==> config.mk <==
export PLATFORM = sky130hd
export DESIGN_NAME = tow_round_ctrl
export DESIGN_NICKNAME = d
export VERILOG_FILES = /design/src/rtl/tow_pkg.sv /design/src/rtl/tow_timer.sv /design/src/rtl/tow_round_ctrl.sv
export SDC_FILE = /design/constraint.sdc
export NUM_CORES = 1
export LEC_CHECK = 0
export CORE_MARGIN = 8
export CORE_UTILIZATION = 32
export CTS_CLUSTER_SIZE = 30
export DETAILED_ROUTE_END_ITERATION = 12
export PLACE_DENSITY = 0.61
export SYNTH_ARGS = -nofsm -noshare
export SYNTH_HDL_FRONTEND = slang
export SYNTH_SLANG_ARGS = --single-unit
==> constraint.sdc <==
create_clock -name clk -period 7.4 [get_ports clk]
set_clock_uncertainty 0.15 [all_clocks]
set_input_delay 1.48 -clock clk [delete_from_list [all_inputs] [get_ports clk]]
set_output_delay 1.48 -clock clk [all_outputs]
set_load 0.05 [all_outputs]
==> src/rtl/tow_pkg.sv <==
// Shared types and helpers for the tug-of-war round controller:
// FSM state encoding, default geometry and width helpers.
package tow_pkg;

    typedef enum logic [2:0] {
        ST_ARMED    = 3'd0,
        ST_SETTLE   = 3'd1,
        ST_SCORE    = 3'd2,
        ST_COOLDOWN = 3'd3,
        ST_OVER     = 3'd4
    } state_e;

    localparam int DEF_ROPE_LEN     = 9;
    localparam int DEF_SETTLE_CYC   = 16;
    localparam int DEF_COOLDOWN_CYC = 2500000;

    function automatic int centre_pos(input int rope_len);
        return (rope_len - 1) / 2;
    endfunction

    // The timer only ever holds 0..max-1, so clog2(max) bits are enough.
    function automatic int timer_w(input int settle_cyc, input int cooldown_cyc);
        int m;
        m = (settle_cyc > cooldown_cyc) ? settle_cyc : cooldown_cyc;
        return (m < 2) ? 1 : $clog2(m);
    endfunction

endpackage

==> src/rtl/tow_timer.sv <==
// Loadable up-counter shared by the settle and cooldown phases; clears to zero,
// counts while enabled and parks on the terminal value.
module tow_timer
    import tow_pkg::*;
#(
    parameter int W = 8
) (
    input  logic         clk_i,
    input  logic         rst_ni,
    input  logic         clr_i,
    input  logic         en_i,
    input  logic [W-1:0] term_i,
    output logic         tc_o
);

    logic [W-1:0] cnt_q, cnt_d;

    assign tc_o = (cnt_q == term_i);

    always_comb begin
        cnt_d = cnt_q;
        if (clr_i) begin
            cnt_d = '0;
        end else if (en_i && !tc_o) begin
            cnt_d = cnt_q + W'(1);
        end
    end

    always_ff @(posedge clk_i or negedge rst_ni) begin
        if (!rst_ni) begin
            cnt_q <= '0;
        end else begin
            cnt_q <= cnt_d;
        end
    end

endmodule

==> src/rtl/tow_round_ctrl.sv <==
// Round controller for the push-button race latch: settles and scores each
// verdict, re-arms the latch via clear, tracks rope position and game end.
module tow_round_ctrl
    import tow_pkg::*;
#(
    parameter int ROPE_LEN     = DEF_ROPE_LEN,
    parameter int SETTLE_CYC   = DEF_SETTLE_CYC,
    parameter int COOLDOWN_CYC = DEF_COOLDOWN_CYC,
    parameter int POS_W        = $clog2(ROPE_LEN)
) (
    input  logic                clk,
    input  logic                rst,
    input  logic                push,
    input  logic                tie,
    input  logic                right,
    input  logic                new_game,
    output logic                clear,
    output logic [POS_W-1:0]    pos,
    output logic [ROPE_LEN-1:0] rope_led,
    output logic                point_left,
    output logic                point_right,
    output logic                point_tie,
    output logic                game_over,
    output logic                left_wins,
    output logic                right_wins
);

    localparam int                TW          = timer_w(SETTLE_CYC, COOLDOWN_CYC);
    localparam int                CENTRE_I    = centre_pos(ROPE_LEN);
    localparam logic [POS_W-1:0]  CENTRE      = POS_W'(CENTRE_I);
    localparam logic [POS_W-1:0]  POS_MAX     = POS_W'(ROPE_LEN - 1);
    localparam logic [TW-1:0]     SETTLE_TERM = TW'(SETTLE_CYC - 1);
    localparam logic [TW-1:0]     COOL_TERM   = TW'(COOLDOWN_CYC - 1);
    localparam logic [ROPE_LEN-1:0] LED_CENTRE =
        {{(ROPE_LEN-1){1'b0}}, 1'b1} << CENTRE_I;

    state_e              state_q, state_d;
    logic [POS_W-1:0]    pos_q, pos_d;
    logic [ROPE_LEN-1:0] led_q, led_d;
    logic                clear_q, clear_d;
    logic                pl_q, pl_d;
    logic                pr_q, pr_d;
    logic                pt_q, pt_d;
    logic                over_q, over_d;
    logic                lw_q, lw_d;
    logic                rw_q, rw_d;

    logic                tmr_clr;
    logic                tmr_en;
    logic                tmr_tc;
    logic [TW-1:0]       tmr_term;

    tow_timer #(
        .W (TW)
    ) u_timer (
        .clk_i  (clk),
        .rst_ni (rst),
        .clr_i  (tmr_clr),
        .en_i   (tmr_en),
        .term_i (tmr_term),
        .tc_o   (tmr_tc)
    );

    always_comb begin
        state_d  = state_q;
        pos_d    = pos_q;
        clear_d  = clear_q;
        pl_d     = 1'b0;
        pr_d     = 1'b0;
        pt_d     = 1'b0;
        over_d   = over_q;
        lw_d     = lw_q;
        rw_d     = rw_q;
        tmr_clr  = 1'b0;
        tmr_en   = 1'b0;
        tmr_term = (state_q == ST_SETTLE) ? SETTLE_TERM : COOL_TERM;

        if (new_game) begin
            state_d = ST_COOLDOWN;
            tmr_clr = 1'b1;
            pos_d   = CENTRE;
            clear_d = 1'b1;
            over_d  = 1'b0;
            lw_d    = 1'b0;
            rw_d    = 1'b0;
        end else begin
            case (state_q)
                ST_ARMED: begin
                    clear_d = 1'b0;
                    if (push) begin
                        state_d = ST_SETTLE;
                        tmr_clr = 1'b1;
                    end
                end
                ST_SETTLE: begin
                    tmr_en = 1'b1;
                    if (!push) begin
                        state_d = ST_ARMED;
                    end else if (tmr_tc) begin
                        // Verdict is taken here so pulse and pos appear together in SCORE.
                        state_d = ST_SCORE;
                        if (tie) begin
                            pt_d = 1'b1;
                        end else if (right) begin
                            pr_d = 1'b1;
                            if (pos_q != POS_MAX) pos_d = pos_q + POS_W'(1);
                        end else begin
                            pl_d = 1'b1;
                            if (pos_q != '0) pos_d = pos_q - POS_W'(1);
                        end
                    end
                end
                ST_SCORE: begin
                    clear_d = 1'b1;
                    if (pos_q == '0 || pos_q == POS_MAX) begin
                        state_d = ST_OVER;
                        over_d  = 1'b1;
                        lw_d    = (pos_q == '0);
                        rw_d    = (pos_q == POS_MAX);
                    end else begin
                        state_d = ST_COOLDOWN;
                        tmr_clr = 1'b1;
                    end
                end
                ST_COOLDOWN: begin
                    clear_d = 1'b1;
                    tmr_en  = 1'b1;
                    if (tmr_tc) begin
                        state_d = ST_ARMED;
                        clear_d = 1'b0;
                    end
                end
                ST_OVER: begin
                    clear_d = 1'b1;
                    over_d  = 1'b1;
                end
                default: begin
                    state_d = ST_COOLDOWN;
                    tmr_clr = 1'b1;
                    clear_d = 1'b1;
                end
            endcase
        end

        for (int i = 0; i < ROPE_LEN; i++) begin
            led_d[i] = (pos_d == POS_W'(i));
        end
    end

    always_ff @(posedge clk or negedge rst) begin
        if (!rst) begin
            state_q <= ST_COOLDOWN;
            pos_q   <= CENTRE;
            led_q   <= LED_CENTRE;
            clear_q <= 1'b1;
            pl_q    <= 1'b0;
            pr_q    <= 1'b0;
            pt_q    <= 1'b0;
            over_q  <= 1'b0;
            lw_q    <= 1'b0;
            rw_q    <= 1'b0;
        end else begin
            state_q <= state_d;
            pos_q   <= pos_d;
            led_q   <= led_d;
            clear_q <= clear_d;
            pl_q    <= pl_d;
            pr_q    <= pr_d;
            pt_q    <= pt_d;
            over_q  <= over_d;
            lw_q    <= lw_d;
            rw_q    <= rw_d;
        end
    end

    assign clear       = clear_q;
    assign pos         = pos_q;
    assign rope_led    = led_q;
    assign point_left  = pl_q;
    assign point_right = pr_q;
    assign point_tie   = pt_q;
    assign game_over   = over_q;
    assign left_wins   = lw_q;
    assign right_wins  = rw_q;

endmodule

==> flow_summary.yaml, run 1 <==
status:
  run_status: "complete, no violations"
grt:
  grt_pass1_wl_um: 10200
  grt_usage: 0.111
  grt-ovfl-total: 0
  grt_max_degree: 46
  antenna_found_initial: 0
  grt_pass1_vias: 2049
route:
  dr.pass1.iters: 5
  num_vias: 2121
  postRouteAntennaNets: 0
  drtIter0Drc: 104
  drc: 0
  viasPerCell: 5.49
  wl_um: 5660
  wl_per_cell_um: 14.7
layout:
  n_fill_cell: 769
  final_common_cell: "dfrtp_1"
  final_util: 0.384
  drive_gt1_frac: 0.0669
  num_antenna_cells: 0
  final_cell_mix: "dfrtp_1, clkdlybuf4s50_1, nor2_1"
  final_nets: 292
  area_growth_pct: 17.7
power:
  irDropWorstVdd_mv: 0.0707
  leakagePower_nw: 1.13
  power_w: 0.000487
  powerDensity_nw_per_um2: 166
sta:
  hold_violations: 0
  drv_slew: 0
  slew_headroom: 0.203
  worst_slew_pin_slew_ns: 1.19
  setup_violations: 0
  max_freq_ghz: 0.241
  fin_tns_setup_ns: 0
  period_minus_slack_ns: 4.14
  period_share: 0.560
  rsz0062_at_grt: "false"
clock_network:
  postCtsSetupRepairBufs: 0
  ctsHoldBuffers: 0
  clkTransAtPathRegs_ns: 0.08
  clock_path_buffers: 2
  htree_levels: 2
  clock-sinks: 45
  root_buffer: "clkbuf_8"
  ctsResizeCount: 0
  cts_made_buffers: 5
  clk_latency_ns: 0.30
  cts_tree: "built"
min_path:
  min_path_type: "reg -> reg"
  hp-start: "game_over$_DFFE_PN0P_"
placed_design:
  place.port_buffers: 25
  dp_hpwl_um: 4060
  place.gp.congestion: 0.794
yosys:
  synth_xor_xnor_area_share: 0.0316
  synth_top_family_by_area: "simple AND/OR/NAND/NOR gates"
  syn_inst: 265
  synth_cell_types: 47
  syn_area_um2: 2500
  synth_fp_nets: 274
  yosys.area_share.simple: 0.286
  synth_compound_area_frac: 0.158
  synthFlopType: "dfrtp_1"
  synth.yosys.seq_area_share: 0.454
  synth-edff-count: 0
  synthAdderAreaFrac: 0.0150
  yosys_warnings: 0
  synthMuxAreaShare: 0.0201
  syn_avg_cell_area_um2: 9.42
  async_reset_ff_frac: 1.00
  ys_ff_latch: 45
critical_path:
  setup.worst_path.end_class: "flop"
  timing.rr.start: "state_q[0]$_DFFE_PN1P_"
  max_stage_delay_ns: 0.78
  crit_type: "in -> reg"
  crit_chain: "clkdlybuf4s50_1 -> or3b_2 -> nor4_1 -> nand4_1 -> xor2_1 -> nor2_1"
  cp_slowest_cell: "or3b_2"
  cp-startpoint: "new_game"
  critical_path.max_fanout: 21
  cp-start-kind: "input port"
  cp.arrival_ns: 4.16
  cp.required_ns: 7.42
flow_run:
  drv_cap: 0
floorplan:
  placementRows: 32
  die_y_um: 104
  coreArea_um2: 7650
  fp.dieW_um: 104
  ios: 26
  initial_core_util: 0.326
  dieArea_um2: 10900
==> state kept, by name (all words and copies together) (netlist names) <==
register,count
state_q,3
game_over,1
point_left,1
clear,1
rope_led,9
left_wins,1
right_wins,1
pos,4
point_tie,1
point_right,1
u_timer.cnt_q,22
==> stage by stage <==
step / setup slack (ns) / hold slack [ns] / instances / instance area, um2
floorplan: 4.05 / 0.338 / 265 / 2500
global placement: 2.99 / 0.328 / 378 / 2820
detailed placement: 2.96 / 0.341 / 378 / 2820
CTS: 3.26 / 0.361 / 386 / 2940
global route: 3.01 / 0.401 / 386 / 2940
finish: 3.26 / 0.362 / 386 / 2940
==> path summary, 6_finish.rpt <==
path,endpoint,slack (ns),cells past startpoint
max in group asynchronous,u_timer.cnt_q[19]$_DFFE_PN0P_,5.30,1
setup reg to reg,clear$_DFFE_PN1P_,4.37,5
setup / recovery,u_timer.cnt_q[18]$_DFFE_PN0P_,3.26,6
hold / removal,game_over$_DFFE_PN0P_,0.36,2
min in group asynchronous,right_wins$_DFFE_PN0P_,1.19,1
hold reg to reg,game_over$_DFFE_PN0P_,0.36,2
==> cells by family after synthesis <==
kind of cell	count (synthesis)
xor gates and xnor gates	9
adders and majority gates	3
buffers and inverters	23
muxes	5
and+or+nand+nor	125
AOI/OAI and AO/OA	55
DFF	45
==> cells in the mapped netlist, types with 7 or more instances <==
cell type / number / share of area
a211oi_1: 7 / 0.021
a21oi_1: 11 / 0.022
clkbuf_1: 12 / 0.018
dfrtp_1: 40 / 0.40
inv_1: 9 / 0.014
nand2_1: 12 / 0.018
nand3_1: 16 / 0.032
nand4_1: 7 / 0.018
nor2_1: 22 / 0.033
nor3_1: 7 / 0.014
nor4_1: 16 / 0.040
o31ai_1: 9 / 0.027
or4_1: 12 / 0.036
xor2_1: 7 / 0.025
==> routing by layer <==
layer | global-route usage | wire, um
met2 | 0.172 | 2530
met3 | 0.0366 | 370
met5 | 0 | 0
met1 | 0.143 | 2700
met4 | 0.0341 | 66
==> report_power, final <==
group          internal, W  switching (W)
Clock             0.000110      0.0000835
Sequential        0.000251     0.00000665
Combinational    0.0000120      0.0000246
==> layout make-up <==
cell class / instances / area, um2 / area share
tap: 102 / 128 / 0.0434
timing repair buffer: 25 / 245 / 0.0834
inverter: 9 / 33.8 / 0.0115
multi-input combinational: 197 / 1280 / 0.436
clock buffer: 6 / 82.6 / 0.0281
clock inverter: 2 / 37.5 / 0.0128
sequential: 45 / 1130 / 0.385
==> worst max-delay path: cells and delay by family <==
kind	cells	cell delay, ns
xor gates and xnor gates	1	0.19
buffers and inverters	1	0.72
and+or+nand+nor	4	1.77
Note: power is estimated with default switching activity, not from simulation.
==> run 2: changes to the inputs <==
- clock period: 7.4 -> 3.9 ns (I/O delays scaled with it)
==> flow_summary.yaml, run 2 (synthesis gave the netlist of run 1 again) <==
power:
  powerDensity_nw_per_um2: 286
  power_w: 0.000840
  irDropWorstVdd_mv: 0.111
  leakagePower_nw: 1.14
floorplan:
  coreArea_um2: 7650
  dieArea_um2: 10900
  fp.dieW_um: 104
  placementRows: 32
  ios: 26
  die_y_um: 104
  initial_core_util: 0.326
critical_path:
  path_delay_family: "buffers and inverters"
  cp.required_ns: 3.94
  max_stage_delay_ns: 0.57
  timing.rr.start: "state_q[0]$_DFFE_PN1P_"
  cp-startpoint: "right"
  cp.arrival_ns: 3.09
  critical_path.max_fanout: 9
  crit_chain: "clkdlybuf4s50_1 -> xnor2_1 -> a211o_1 -> nor4_1 -> mux2i_1 -> inv_1 -> nor4_1"
  cp_slowest_cell: "clkdlybuf4s50_1"
  cp-start-kind: "input port"
  crit_type: "in -> reg"
  crit_buf_inv: 2
  cpMostUsedCell: "nor4_1"
  setup.worst_path.end_class: "flop"
clock_network:
  ctsResizeCount: 0
  cts_made_buffers: 5
  clkTransAtPathRegs_ns: 0.08
  clk_latency_ns: 0.29
  cts_tree: "built"
  postCtsSetupRepairBufs: 0
  ctsHoldBuffers: 0
  htree_levels: 2
  clock-sinks: 45
  root_buffer: "clkbuf_8"
  clock_path_buffers: 2
route:
  viasPerCell: 5.41
  num_vias: 2110
  postRouteAntennaNets: 0
  wl_per_cell_um: 14.8
  dr.pass1.iters: 4
  drtIter0Drc: 84
  drc: 0
  wl_um: 5790
placed_design:
  place.gp.congestion: 0.803
  dpl_cell_area_um2: 2850
  place.port_buffers: 25
  dp_hpwl_um: 4100
sta:
  slew_headroom: 0.332
  drv_slew: 0
  max_freq_ghz: 0.327
  period_minus_slack_ns: 3.05
  setup_violations: 0
  worst_slew_pin_slew_ns: 1.00
  fin_tns_setup_ns: 0
  period_share: 0.783
  hold_violations: 0
  rsz0062_at_grt: "false"
flow_run:
  drv_cap: 0
grt:
  grt-ovfl-total: 0
  grt_max_degree: 46
  antenna_found_initial: 0
  grt_pass1_vias: 2026
  grt_usage: 0.110
  grt_pass1_wl_um: 10100
layout:
  num_antenna_cells: 0
  final-seq-area_um2: 1130
  drive_gt1_frac: 0.0764
  final_nets: 296
  n_fill_cell: 781
  final_area_um2: 2930
  top_register: "u_timer.cnt_q"
  multi_input_area_um2: 1280
  largest_reg_flops: 22
  final_common_cell: "dfrtp_1"
  area_growth_pct: 17.4
  final_cell_mix: "dfrtp_1, clkdlybuf4s50_1, nor2_1"
status:
  run_status: "complete, no violations"
min_path:
  min_path_type: "reg -> reg"
  hp-start: "left_wins$_DFFE_PN0P_"
-- run 2: cell types whose count changed in the layout (fill, tap and decap cells not counted) --
cell        before  now
clkinv_2         0    2
clkinvlp_4       1    0
clkbuf_1         0    1
buf_4            0    4
bufinv_16        1    0
clkbuf_8         6    5
-- run 2: worst register-to-register path, delay by kind of cell (launching register included) --
kind / cells / cell delay (ns)
flops: 1 / 0.65
simple gates: 3 / 0.81
mux: 2 / 1.04
buf+inv: 1 / 0.19
-- run 2: final cells by class --
cell class,count,share of cell area
inverters,9,0.0115
multi-input cells,197,0.437
well taps,102,0.0435
flip-flops and latches,45,0.386
repair buffers,29,0.0939
clock inverters,2,0.00341
clock buffers,6,0.0248
-- run 2: routing by layer --
layer	part of all wire	vias up	routed length, um	GRT usage
li1	-	1052	-	-
met1	0.49	1018	2810	0.144
met2	0.46	36	2650	0.166
met3	0.047	4	273	0.0341
met4	0.0090	0	52	0.0362
met5	0	-	0	0
-- run 2: worst paths after layout --
check | slack [ns] | endpoint | cells after the start
min in group asynchronous | 0.50 | pos[3]$_DFF_PN0_ | 1
worst min register to register | 0.38 | left_wins$_DFFE_PN0P_ | 2
worst max-delay path | 0.85 | rope_led[4]$_DFF_PN1_ | 7
worst min-delay path | 0.38 | left_wins$_DFFE_PN0P_ | 2
max in group asynchronous | 2.48 | u_timer.cnt_q[10]$_DFFE_PN0P_ | 1
worst max register to register | 0.94 | rope_led[4]$_DFF_PN1_ | 6
-- run 2: metrics by stage --
step,utilization,setup WS (ns),instances,hold WS (ns)
floorplan,-,1.22,265,0.334
global placement,0.373,0.702,382,0.329
detailed placement,0.373,0.629,382,0.369
CTS,0.383,0.893,390,0.388
global route,0.383,0.742,390,0.406
finish,0.383,0.846,390,0.384
-- run 2: power by group --
part,switching [W],internal [W],total (W),leakage [nW]
logic,0.0000479,0.0000235,0.0000714,0.481
clock network,0.000155,0.000124,0.000280,0.0450
registers,0.0000125,0.000476,0.000488,0.610
